<file path="src/rtl/pwm_compare_stage_if.sv">
// Duty-value handshake bundle between a duty source and the PWM compare stage.
interface pwm_compare_stage_if #(
  parameter int unsigned DUTY_W = 5
) ();

  logic [DUTY_W-1:0] duty_in;
  logic              duty_valid;
  logic              duty_ready;

  modport master (
    output duty_in,
    output duty_valid,
    input  duty_ready
  );

  modport slave (
    input  duty_in,
    input  duty_valid,
    output duty_ready
  );

endinterface

</file>
<file path="src/rtl/pwm_compare_stage.sv">
// PWM compare stage: compares an upstream free-running count against a
// double-buffered duty value, with period-aligned start/stop sequencing.
module pwm_compare_stage #(
  parameter int unsigned WIDTH  = 4,
  parameter int unsigned DUTY_W = WIDTH + 1
) (
  input  logic                 clk,
  input  logic                 reset_n,
  input  logic [WIDTH-1:0]     count_in,
  input  logic                 enable,
  pwm_compare_stage_if.slave   duty_if,
  output logic                 pwm_out,
  output logic                 period_start,
  output logic                 busy
);

  localparam logic [WIDTH-1:0]  MAX_CNT   = '1;
  localparam logic [DUTY_W-1:0] DUTY_FULL = DUTY_W'(2 ** WIDTH);

  typedef enum logic [1:0] {
    S_IDLE  = 2'd0,
    S_ARM   = 2'd1,
    S_RUN   = 2'd2,
    S_DRAIN = 2'd3
  } state_e;

  state_e            state_q, state_d;
  logic [DUTY_W-1:0] duty_active_q, duty_active_d;
  logic [DUTY_W-1:0] duty_pending_q, duty_pending_d;
  logic              pending_valid_q, pending_valid_d;
  logic              pwm_q, pwm_d;
  logic              period_start_q, period_start_d;
  logic              busy_q, busy_d;
  logic              duty_ready_q, duty_ready_d;

  logic              wrap;
  logic              promote;
  logic              accept;
  logic              cmp_hit;
  logic [DUTY_W-1:0] duty_clamped;

  // Next-state, duty buffering and output decode
  always_comb begin
    state_d         = state_q;
    duty_active_d   = duty_active_q;
    duty_pending_d  = duty_pending_q;
    pending_valid_d = pending_valid_q;
    pwm_d           = 1'b0;
    period_start_d  = 1'b0;
    promote         = 1'b0;

    wrap         = (count_in == MAX_CNT);
    cmp_hit      = (DUTY_W'(count_in) < duty_active_q);
    accept       = duty_if.duty_valid && !pending_valid_q;
    duty_clamped = (duty_if.duty_in > DUTY_FULL) ? DUTY_FULL : duty_if.duty_in;

    // Pending duty only moves to active at period boundaries once running
    unique case (state_q)
      S_IDLE:          promote = pending_valid_q;
      S_ARM, S_RUN:    promote = pending_valid_q && wrap;
      default:         promote = 1'b0;
    endcase

    if (promote) begin
      duty_active_d   = duty_pending_q;
      pending_valid_d = 1'b0;
    end

    // Accept and promote are mutually exclusive: accept needs an empty buffer
    if (accept) begin
      duty_pending_d  = duty_clamped;
      pending_valid_d = 1'b1;
    end

    unique case (state_q)
      S_IDLE: begin
        if (enable) state_d = S_ARM;
      end
      S_ARM: begin
        if (!enable)   state_d = S_IDLE;
        else if (wrap) state_d = S_RUN;
      end
      S_RUN: begin
        pwm_d          = cmp_hit;
        period_start_d = (count_in == '0);
        if (!enable) state_d = S_DRAIN;
      end
      S_DRAIN: begin
        pwm_d = cmp_hit;
        if (enable)    state_d = S_RUN;
        else if (wrap) state_d = S_IDLE;
      end
      default: state_d = S_IDLE;
    endcase

    busy_d       = (state_d != S_IDLE);
    duty_ready_d = !pending_valid_d;
  end

  // State and output registers
  always_ff @(posedge clk or negedge reset_n) begin
    if (!reset_n) begin
      state_q         <= S_IDLE;
      duty_active_q   <= '0;
      duty_pending_q  <= '0;
      pending_valid_q <= 1'b0;
      pwm_q           <= 1'b0;
      period_start_q  <= 1'b0;
      busy_q          <= 1'b0;
      duty_ready_q    <= 1'b1;
    end else begin
      state_q         <= state_d;
      duty_active_q   <= duty_active_d;
      duty_pending_q  <= duty_pending_d;
      pending_valid_q <= pending_valid_d;
      pwm_q           <= pwm_d;
      period_start_q  <= period_start_d;
      busy_q          <= busy_d;
      duty_ready_q    <= duty_ready_d;
    end
  end

  assign pwm_out            = pwm_q;
  assign period_start       = period_start_q;
  assign busy               = busy_q;
  assign duty_if.duty_ready = duty_ready_q;

endmodule

</file>
<file path="src/flat_wrapper.sv">
// flat-port wrapper written by rule: the top's interface ports become plain ports
module pwm_compare_stage_flat 
#(
  parameter int unsigned WIDTH  = 4,
  parameter int unsigned DUTY_W = WIDTH + 1
)
  (clk, reset_n, count_in, enable, pwm_out, period_start, busy, duty_if_duty_in, duty_if_duty_valid, duty_if_duty_ready);
  pwm_compare_stage_if #(.DUTY_W(DUTY_W)) duty_if_i ();
  input  logic clk;
  input  logic reset_n;
  input  logic [WIDTH-1:0] count_in;
  input  logic enable;
  output logic pwm_out;
  output logic period_start;
  output logic busy;
  input wire logic [$bits(duty_if_i.duty_in)-1:0] duty_if_duty_in;
  input wire logic [$bits(duty_if_i.duty_valid)-1:0] duty_if_duty_valid;
  output wire logic [$bits(duty_if_i.duty_ready)-1:0] duty_if_duty_ready;
  assign duty_if_i.duty_in = duty_if_duty_in;
  assign duty_if_i.duty_valid = duty_if_duty_valid;
  assign duty_if_duty_ready = duty_if_i.duty_ready;
  pwm_compare_stage #(.WIDTH(WIDTH), .DUTY_W(DUTY_W)) u_core (.clk(clk), .reset_n(reset_n), .count_in(count_in), .enable(enable), .duty_if(duty_if_i), .pwm_out(pwm_out), .period_start(period_start), .busy(busy));
endmodule
</file>
<file path="config.mk">
export PLATFORM = sky130hd
export DESIGN_NAME = pwm_compare_stage_flat
export DESIGN_NICKNAME = d
export VERILOG_FILES = /design/src/rtl/pwm_compare_stage_if.sv /design/src/rtl/pwm_compare_stage.sv /design/src/flat_wrapper.sv
export SDC_FILE = /design/constraint.sdc
export NUM_CORES = 1
export LEC_CHECK = 0
export ABC_AREA = 1
export CORE_MARGIN = 2
export CORE_UTILIZATION = 50
export CTS_CLUSTER_SIZE = 14
export DETAILED_ROUTE_END_ITERATION = 10
export PLACE_DENSITY = 0.79
export SKIP_CTS_REPAIR_TIMING = 1
export SLEW_MARGIN = 10
export SYNTH_ARGS = -nofsm -noshare
export SYNTH_HDL_FRONTEND = slang
export SYNTH_SLANG_ARGS = --single-unit
</file>
<file path="constraint.sdc">
create_clock -name clk -period 1.6 [get_ports clk]
set_input_delay 0.48 -clock clk [delete_from_list [all_inputs] [get_ports clk]]
set_output_delay 0.48 -clock clk [all_outputs]
set_load 0.01 [all_outputs]
</file>
After elaboration in Yosys (flattened, before gate mapping):

Index checks and enable logic that the tools add are counted.

* equal/unequal tests: 4
* multiplexer cells: 13
* magnitude comparators: 2
* reduce and logical (&&, ||, !) cells: 9

Operators by type and width (number)
* $mux 2: 6
* $pmux 2 s4: 1
* $gt 5x5->1 const B: 1
* $lt 4x5->1: 1
* $mux 5: 1
* $eq 2x2->1 const B: 2
* $eq 4x4->1 const B: 1
* $logic_not 4->1: 1
* $mux 1: 4
* $reduce_or 2->1: 2
* $eq 2x1->1 const B: 1
* $logic_and 1x1->1: 2
* $logic_not 1->1: 2
* $logic_not 2->1: 1
* $pmux 1 s2: 1
* $reduce_bool 2->1: 1

* input port bits: 13
* word-level logic and storage cells: 36
* bits in registers: 17

Longest topological paths before layout:

Gate-level depths: netlist of the first run.

* word-level depth: 6
* depth in mapped cells: 8

Worst setup path after synthesis of the first run:

OpenSTA, ideal clock, no wires.

* path kind: register -> register
* start point: reg u_core.state_q[1]
* end point: reg u_core.duty_active_q[4]
* slack: 0.315 ns
* arrival time: 1.168 ns
* required time: 1.483 ns
* stages on the path, launching flop included: 9
* path buffers: 1
* cell sequence: dfrtp_1 > inv_1 > ha_1 > inv_1 > nor2_2 > o21ai_2 > buf_6 > nand2_2 > o21ai_2

* word-level cells in the longest chain between the ends: 3
* elaborated cells on any way between the ends: 5

Ends and longest elaborated chain
* start, declared: RTL line pwm_compare_stage.sv:27 `state_e state_q, state_d;`
* start signal, assigned: RTL line pwm_compare_stage.sv:112 `state_q <= state_d;`
* $eq 2x1->1 / $eq 2x2->1 (equally long branches): RTL line pwm_compare_stage.sv:58 `unique case (state_q)`
* $reduce_or 2->1: RTL line pwm_compare_stage.sv:58
* $pmux 1 s2 (*): RTL line pwm_compare_stage.sv:58
* end signal, assigned: RTL line pwm_compare_stage.sv:113 `duty_active_q <= duty_active_d;`
* end, declared: RTL line pwm_compare_stage.sv:28 `logic [DUTY_W-1:0] duty_active_q, duty_active_d;`

Mark *: on every way between the ends. The rest lies on a longest branch, timed or not.
A chain may end at the register's enable or synchronous reset.

Worst setup path in the final report of the first run:

* start point: in count_in[2]
* end point: reg u_core.pwm_q (netlist: u_core.pwm_out)

* word-level cells in the longest chain between the ends: 2

Ends and longest elaborated chain
* start, declared: RTL line flat_wrapper.sv:11 `input logic [WIDTH-1:0] count_in;`
* $lt 4x5->1: RTL line pwm_compare_stage.sv:53 `cmp_hit = (DUTY_W'(count_in) < duty_active_q);`
* $mux 1: RTL line pwm_compare_stage.sv:75 `unique case (state_q)`
* named net u_core.pwm_d: RTL line pwm_compare_stage.sv:31 `logic pwm_q, pwm_d;`
* end signal, assigned: RTL line pwm_compare_stage.sv:116 `pwm_q <= pwm_d;`
* end, declared: RTL line pwm_compare_stage.sv:31

The timed path passes the listed nets, and every way through them passes these cells.

==> flow_metrics.py, run 1 <==
metrics = {
    "pwr": {
        "irDropWorstVdd_v": 0.000942,
        "internal_power_mw": 1.05,
        "power_switching_share_pct": 37.9,
        "p_switching_uw": 640,
        "p_total_mw": 1.69,
        "powerDensity_nw_per_um2": 1380,
        "pwr-share-clk_pct": 13.4,
        "comb_power_share_pct": 46.6,
        "p_leak_nw": 0.681,
        "pwr-share-seq_pct": 40.0,
    },
    "drt": {
        "drt_pass1_iterations": 4,
        "ant_nets": 0,
        "vias_per_cell": 4.76,
        "wire_per_inst_um": 10.4,
        "drtIter0Drc": 8,
        "vias": 767,
        "post-route-drc-count": 0,
        "finalWirelength_mm": 1.67,
    },
    "status": {
        "status": "completed",
    },
    "final_layout": {
        "drive_gt1_share_pct": 18.4,
        "final_core_util_pct": 70.2,
        "area_delta_synth_final_pct": 30.0,
        "fin_nets": 158,
        "antennaDiodeCount": 0,
    },
    "die": {
        "fp.dieArea_um2": 2250,
        "die_w_um": 47.4,
        "pin_count": 17,
        "core_um2": 1750,
        "fp.dieH_um": 47.4,
        "initial_core_util_pct": 54.0,
        "rows": 15,
    },
    "cts": {
        "cts_tree": "done",
        "cts_root_buf": "clkbuf_4",
        "clkLatencyLatePin_ns": 0.29,
        "clock-sinks": 17,
        "cts_made_buffers": 3,
        "h-tree-depth": 1,
        "cts_buffer_depth": 2,
        "clk_pin_slew_ns": 0.10,
    },
    "global_route": {
        "antenna_found_initial": 0,
        "grt_start_max_net_pins": 18,
        "grt-ovfl-total": 0,
        "grt.total_usage_pct": 17.7,
        "grt_first_pass_wirelength_mm": 2.72,
        "grt_pass1_vias": 715,
    },
    "worst_setup_path": {
        "reg2reg_from": "u_core.state_q[1]",
        "worstPathRequired_ns": 1.83,
        "path_class": "input port to flop",
        "crit_slowest_cell": "clkdlybuf4s50_1",
        "arrival_ns": 1.73,
        "r2r_end": "u_core.duty_active_q[0]",
        "reg2reg_depth": 8,
        "critPathLaunchType": "input port",
        "max_stage_delay_ns": 0.46,
        "r2r_setup_slack_ns": 0.13,
        "critical_path.cell_chain": "clkdlybuf4s50_1 -> ha_1 -> nand2_1 -> inv_1 -> o21ai_0 -> o211ai_1 -> a21oi_1",
        "path_max_fanout": 3,
        "end_kind": "flop",
    },
    "place": {
        "dp_hpwl_mm": 1.32,
        "numPortBuffers": 16,
        "post-place-ws_ns": -0.198,
        "place_congestion": 0.820,
    },
    "synthesis": {
        "synth_cell_type_count": 18,
        "ys_warn_count": 0,
        "synth_fp_nets": 131,
        "synth-seq-cells": 17,
        "synth_area_per_cell_um2": 8.57,
        "synthCells": 110,
        "ys_seq_area_share_pct": 45.3,
        "syn-cell-area_um2": 942,
    },
    "sta": {
        "finalSetupViolCount": 0,
        "tightest_slew_ns": 0.257,
        "setup_ws_ns": 0.0991,
        "grt_setup_unrepaired": "false",
        "hold_viol_final": 0,
        "fin_worst_skew_ns": 0.00921,
        "drv_slew": 0,
        "finalSetupTns_ns": 0,
        "slew_headroom_pct": 82.7,
        "period_share_pct": 93.8,
        "fin_crit_ns": 1.50,
        "fmax_mhz": 666,
    },
    "flow_run": {
        "cap_violations": 0,
    },
    "worst_hold_path": {
        "min_to": "u_core.duty_if.duty_ready",
        "hp-start": "u_core.pending_valid_q",
        "hold_depth": 1,
        "worst_hold_path_type": "flop to flop",
    },
}
worst max path at each step:
stage / from / end / depth (start not counted) / slack [ns]
after floorplan: u_core.state_q[1] / u_core.duty_active_q[4] / 8 / 0.32
after global placement: count_in[3] / u_core.duty_active_q[3] / 7 / -0.17
after detailed placement: count_in[1] / u_core.duty_active_q[0] / 7 / -0.20
after CTS: u_core.duty_if.duty_ready / duty_if_duty_ready / 1 / -0.23
after global routing: u_core.state_q[0] / u_core.duty_active_q[3] / 8 / 0.02
final: count_in[2] / u_core.pwm_out / 7 / 0.1
power groups by stage:
stage | clock [mW] | sequential [mW] | combinational, mW
4_1_cts | 0.234 | 0.680 | 0.800
5_1_grt | 0.257 | 0.694 | 0.883
2_1_floorplan | 0 | 0.690 | 0.536
3_5_place_dp | 0 | 0.688 | 0.795
6_report | 0.226 | 0.676 | 0.787
3_3_place_gp | 0 | 0.684 | 0.763
kinds of logic after synthesis:
| group | share of synthesized area (%) |
|---|---|
| AND/OR/NAND/NOR | 18.6 |
| buffers and inverters | 12.0 |
| AO/OA/AOI/OAI | 13.5 |
| flip-flops | 45.3 |
| adder cells (fa/ha/maj) | 10.6 |
registers in the layout (all words and copies together) (netlist names):
register / count
u_core.duty_active_q: 5
u_core.duty_pending_q: 5
u_core.state_q: 2
u_core.busy: 1
u_core.duty_if.duty_ready: 1
u_core.pending_valid_q: 1
u_core.period_start: 1
u_core.pwm_out: 1
critical path, delay by kind of cell:
family / cells / cell delay (ns)
adders and majority gates: 1 / 0.33
AOI/OAI and AO/OA: 3 / 0.37
and+or+nand+nor: 1 / 0.06
buffers and inverters: 2 / 0.49
stage by stage:
stage,area (µm²),hold WS [ns],std cells
floorplan,942,0.184,110
global placement,1180,0.464,156
detailed placement,1180,0.471,156
CTS,1210,0.491,160
global route,1220,0.515,161
finish,1220,0.480,161
cell usage after synthesis:
| cell type | count | share of area, % |
|---|---|---|
| nor2_1 | 5 | 2.0 |
| nand4_2 | 1 | 1.3 |
| ha_1 | 8 | 11 |
| o21ai_2 | 6 | 5.6 |
| dfstp_2 | 1 | 2.8 |
| o211ai_1 | 1 | 0.80 |
| dfrtp_1 | 16 | 42 |
| nand3_1 | 6 | 3.2 |
| o22ai_1 | 2 | 1.3 |
| buf_6 | 1 | 1.2 |
| nor4_1 | 1 | 0.66 |
| o21ai_0 | 8 | 4.2 |
| nand2_1 | 17 | 6.8 |
| nand4_1 | 1 | 0.66 |
| nor2_2 | 1 | 0.66 |
| inv_1 | 27 | 11 |
| nand2_2 | 5 | 3.3 |
| a21oi_1 | 3 | 1.6 |
area by class of cell:
cell class                      count  area (µm²)
Sequential cell                    17         427
Clock inverter                      1        5.00
Inverter                           27         101
Tap cell                           25        31.3
Multi-Input combinational cell     65         403
Timing Repair Buffer               23         235
Fill cell                         141         520
Clock buffer                        3        22.5
layout by cell type (no fill, tap or decap):
cell type | synthesis | final
dlymetal6s2s_1 | 0 | 4
nand4_2 | 1 | 1
o211ai_1 | 1 | 1
inv_1 | 27 | 27
o21ai_2 | 6 | 6
ha_1 | 8 | 8
clkbuf_4 | 0 | 3
o21ai_0 | 8 | 8
nor4_1 | 1 | 1
nor2_1 | 5 | 5
buf_12 | 0 | 1
nand2_2 | 5 | 5
a21oi_1 | 3 | 3
clkdlybuf4s50_1 | 0 | 12
buf_4 | 0 | 6
o22ai_1 | 2 | 2
nor2_2 | 1 | 1
dfrtp_1 | 16 | 16
clkinv_2 | 0 | 1
nand4_1 | 1 | 1
nand3_1 | 6 | 6
dfstp_2 | 1 | 1
nand2_1 | 17 | 17
per-layer routing:
metal	part of all wire (%)	global-route usage [%]	vias up
li1	-	-	398
met1	46	20.4	342
met2	47	31.4	23
met3	4.6	2.26	4
met4	1.6	10.0	0
met5	0	0	-
Note: power is estimated with default switching activity, not from simulation.
==> inputs of run 2 (changes only) <==
--- a/config.mk
+++ b/config.mk
@@ -7,10 +7,10 @@
 export LEC_CHECK = 0
 export ABC_AREA = 1
 export CORE_MARGIN = 2
-export CORE_UTILIZATION = 50
+export CORE_UTILIZATION = 54
 export CTS_CLUSTER_SIZE = 14
 export DETAILED_ROUTE_END_ITERATION = 10
-export PLACE_DENSITY = 0.79
+export PLACE_DENSITY = 0.84
 export SKIP_CTS_REPAIR_TIMING = 1
 export SLEW_MARGIN = 10
 export SYNTH_ARGS = -nofsm -noshare
==> constraint.sdc (replaced) <==
create_clock -name clk -period 1.9 [get_ports clk]
set_input_delay 0.57 -clock clk [delete_from_list [all_inputs] [get_ports clk]]
set_output_delay 0.57 -clock clk [all_outputs]
set_load 0.01 [all_outputs]
==> flow_metrics.py, run 2 (synthesis results as in run 1) <==
metrics = {
    "status": {
        "status": "completed",
    },
    "sta": {
        "fin_worst_skew_ns": 0.0145,
        "fmax_mhz": 570,
        "grt_setup_unrepaired": "false",
        "whs_ns": 0.496,
        "slew_headroom_pct": 74.1,
        "tightest_slew_ns": 0.388,
        "fin_crit_ns": 1.75,
        "hold_viol_final": 0,
        "period_share_pct": 92.3,
        "finalSetupViolCount": 0,
        "drv_slew": 0,
    },
    "die": {
        "rows": 15,
        "die_w_um": 45.8,
        "fp.dieArea_um2": 2090,
        "initial_core_util_pct": 55.8,
        "pin_count": 17,
        "core_um2": 1690,
        "fp.dieH_um": 45.8,
    },
    "drt": {
        "ant_nets": 0,
        "drtIter0Drc": 10,
        "post-route-drc-count": 0,
        "drt_pass1_iterations": 4,
        "wire_per_inst_um": 11.8,
        "vias_per_cell": 5.12,
        "finalWirelength_mm": 1.75,
        "vias": 758,
    },
    "worst_setup_path": {
        "crit_start": "u_core.busy",
        "crit_slowest_cell": "clkdlybuf4s50_1",
        "path_buf_inv": 1,
        "crit_cells": 1,
        "arrival_ns": 1.18,
        "critPathTopFamily": "buffers and inverters",
        "end_kind": "primary output",
        "reg2reg_from": "u_core.state_q[1]",
        "path_max_fanout": 1,
        "reg2reg_depth": 8,
        "critical_path.cell_chain": "clkdlybuf4s50_1",
        "path_class": "flop to primary output",
        "worstPathRequired_ns": 1.33,
        "max_stage_delay_ns": 0.54,
        "critPathLaunchType": "flop",
    },
    "final_layout": {
        "antennaDiodeCount": 0,
        "fin_nets": 153,
        "final_cell_mix": "inv_1, nand2_1, dfrtp_1, clkdlybuf4s50_1",
        "n_fill_cell": 141,
        "area_delta_synth_final_pct": 24.2,
        "final_common_cell": "inv_1",
        "drive_gt1_share_pct": 15.3,
        "final_core_util_pct": 69.3,
        "largest_registers": "u_core.duty_active_q (5), u_core.duty_pending_q (5), u_core.state_q (2)",
        "final_area_um2": 1170,
        "multi_input_area_um2": 403,
        "seq_area_um2": 427,
    },
    "pwr": {
        "p_leak_nw": 0.608,
        "irDropWorstVdd_v": 0.000932,
        "p_total_mw": 1.43,
        "powerDensity_nw_per_um2": 1230,
    },
    "cts": {
        "clkLatencyLatePin_ns": 0.30,
        "cts_root_buf": "clkbuf_4",
        "cts_made_buffers": 3,
        "h-tree-depth": 1,
        "clock-sinks": 17,
        "cts_buffer_depth": 2,
        "cts_tree": "done",
        "clk_pin_slew_ns": 0.11,
    },
    "global_route": {
        "grt.total_usage_pct": 19.9,
        "grt_start_max_net_pins": 11,
        "grt_pass1_vias": 723,
        "grt_first_pass_wirelength_mm": 2.82,
        "grt-ovfl-total": 0,
        "antenna_found_initial": 0,
    },
    "place": {
        "dpl_cell_area_um2": 1140,
        "place_congestion": 0.852,
        "numPortBuffers": 16,
        "dp_hpwl_mm": 1.45,
    },
    "flow_run": {
        "cap_violations": 0,
    },
    "worst_hold_path": {
        "worst_hold_path_type": "flop to flop",
        "hp-start": "u_core.pending_valid_q",
        "hold_depth": 1,
    },
}
==> run 2: changes by cell type in the layout (fill, tap and decap cells not counted) <==
cell,delta
clkdlybuf4s50_1,+3
buf_4,-5
dlymetal6s2s_1,-3
==> run 2: worst paths after layout <==
| path | endpoint | slack [ns] |
|---|---|---|
| min reg2reg | u_core.duty_if.duty_ready | 0.50 |
| max in group asynchronous | u_core.duty_active_q[0] | 0.87 |
| min in group asynchronous | u_core.state_q[0] | 0.55 |
| min | u_core.duty_if.duty_ready | 0.50 |
| max reg2reg | u_core.duty_active_q[3] | 0.46 |
| max | busy | 0.15 |
==> run 2: metrics by stage <==
step           setup slack, ns  setup TNS (ns)  std cells
4_1_cts                -0.0367         -0.0367        148
6_report                 0.146               0        148
5_1_grt                 0.0930               0        148
3_5_place_dp           -0.0536          -0.102        144
3_3_place_gp            0.0234               0        144
2_1_floorplan            0.563               0        110
==> run 2: cell type report <==
| cell class | instances | area share [%] |
|---|---|---|
| flip-flops and latches | 17 | 36.5 |
| multi-input cells | 65 | 34.4 |
| repair buffers | 18 | 16.3 |
| inverters | 27 | 8.66 |
| clock buffers | 3 | 1.93 |
| well taps | 17 | 1.82 |
| clock inverters | 1 | 0.428 |
==> run 2: per-layer routing <==
| layer | part of all wire (%) | global-route usage [%] |
|---|---|---|
| met5 | 0 | 0 |
| met4 | 2.3 | 9.71 |
| met3 | 3.7 | 6.35 |
| met2 | 52 | 35.2 |
| met1 | 42 | 21.0 |
==> run 2: power by group <==
part,switching [mW],internal [mW]
Clock,0.116,0.0784
Sequential,0.0710,0.508
Combinational,0.365,0.295
Total,0.553,0.882
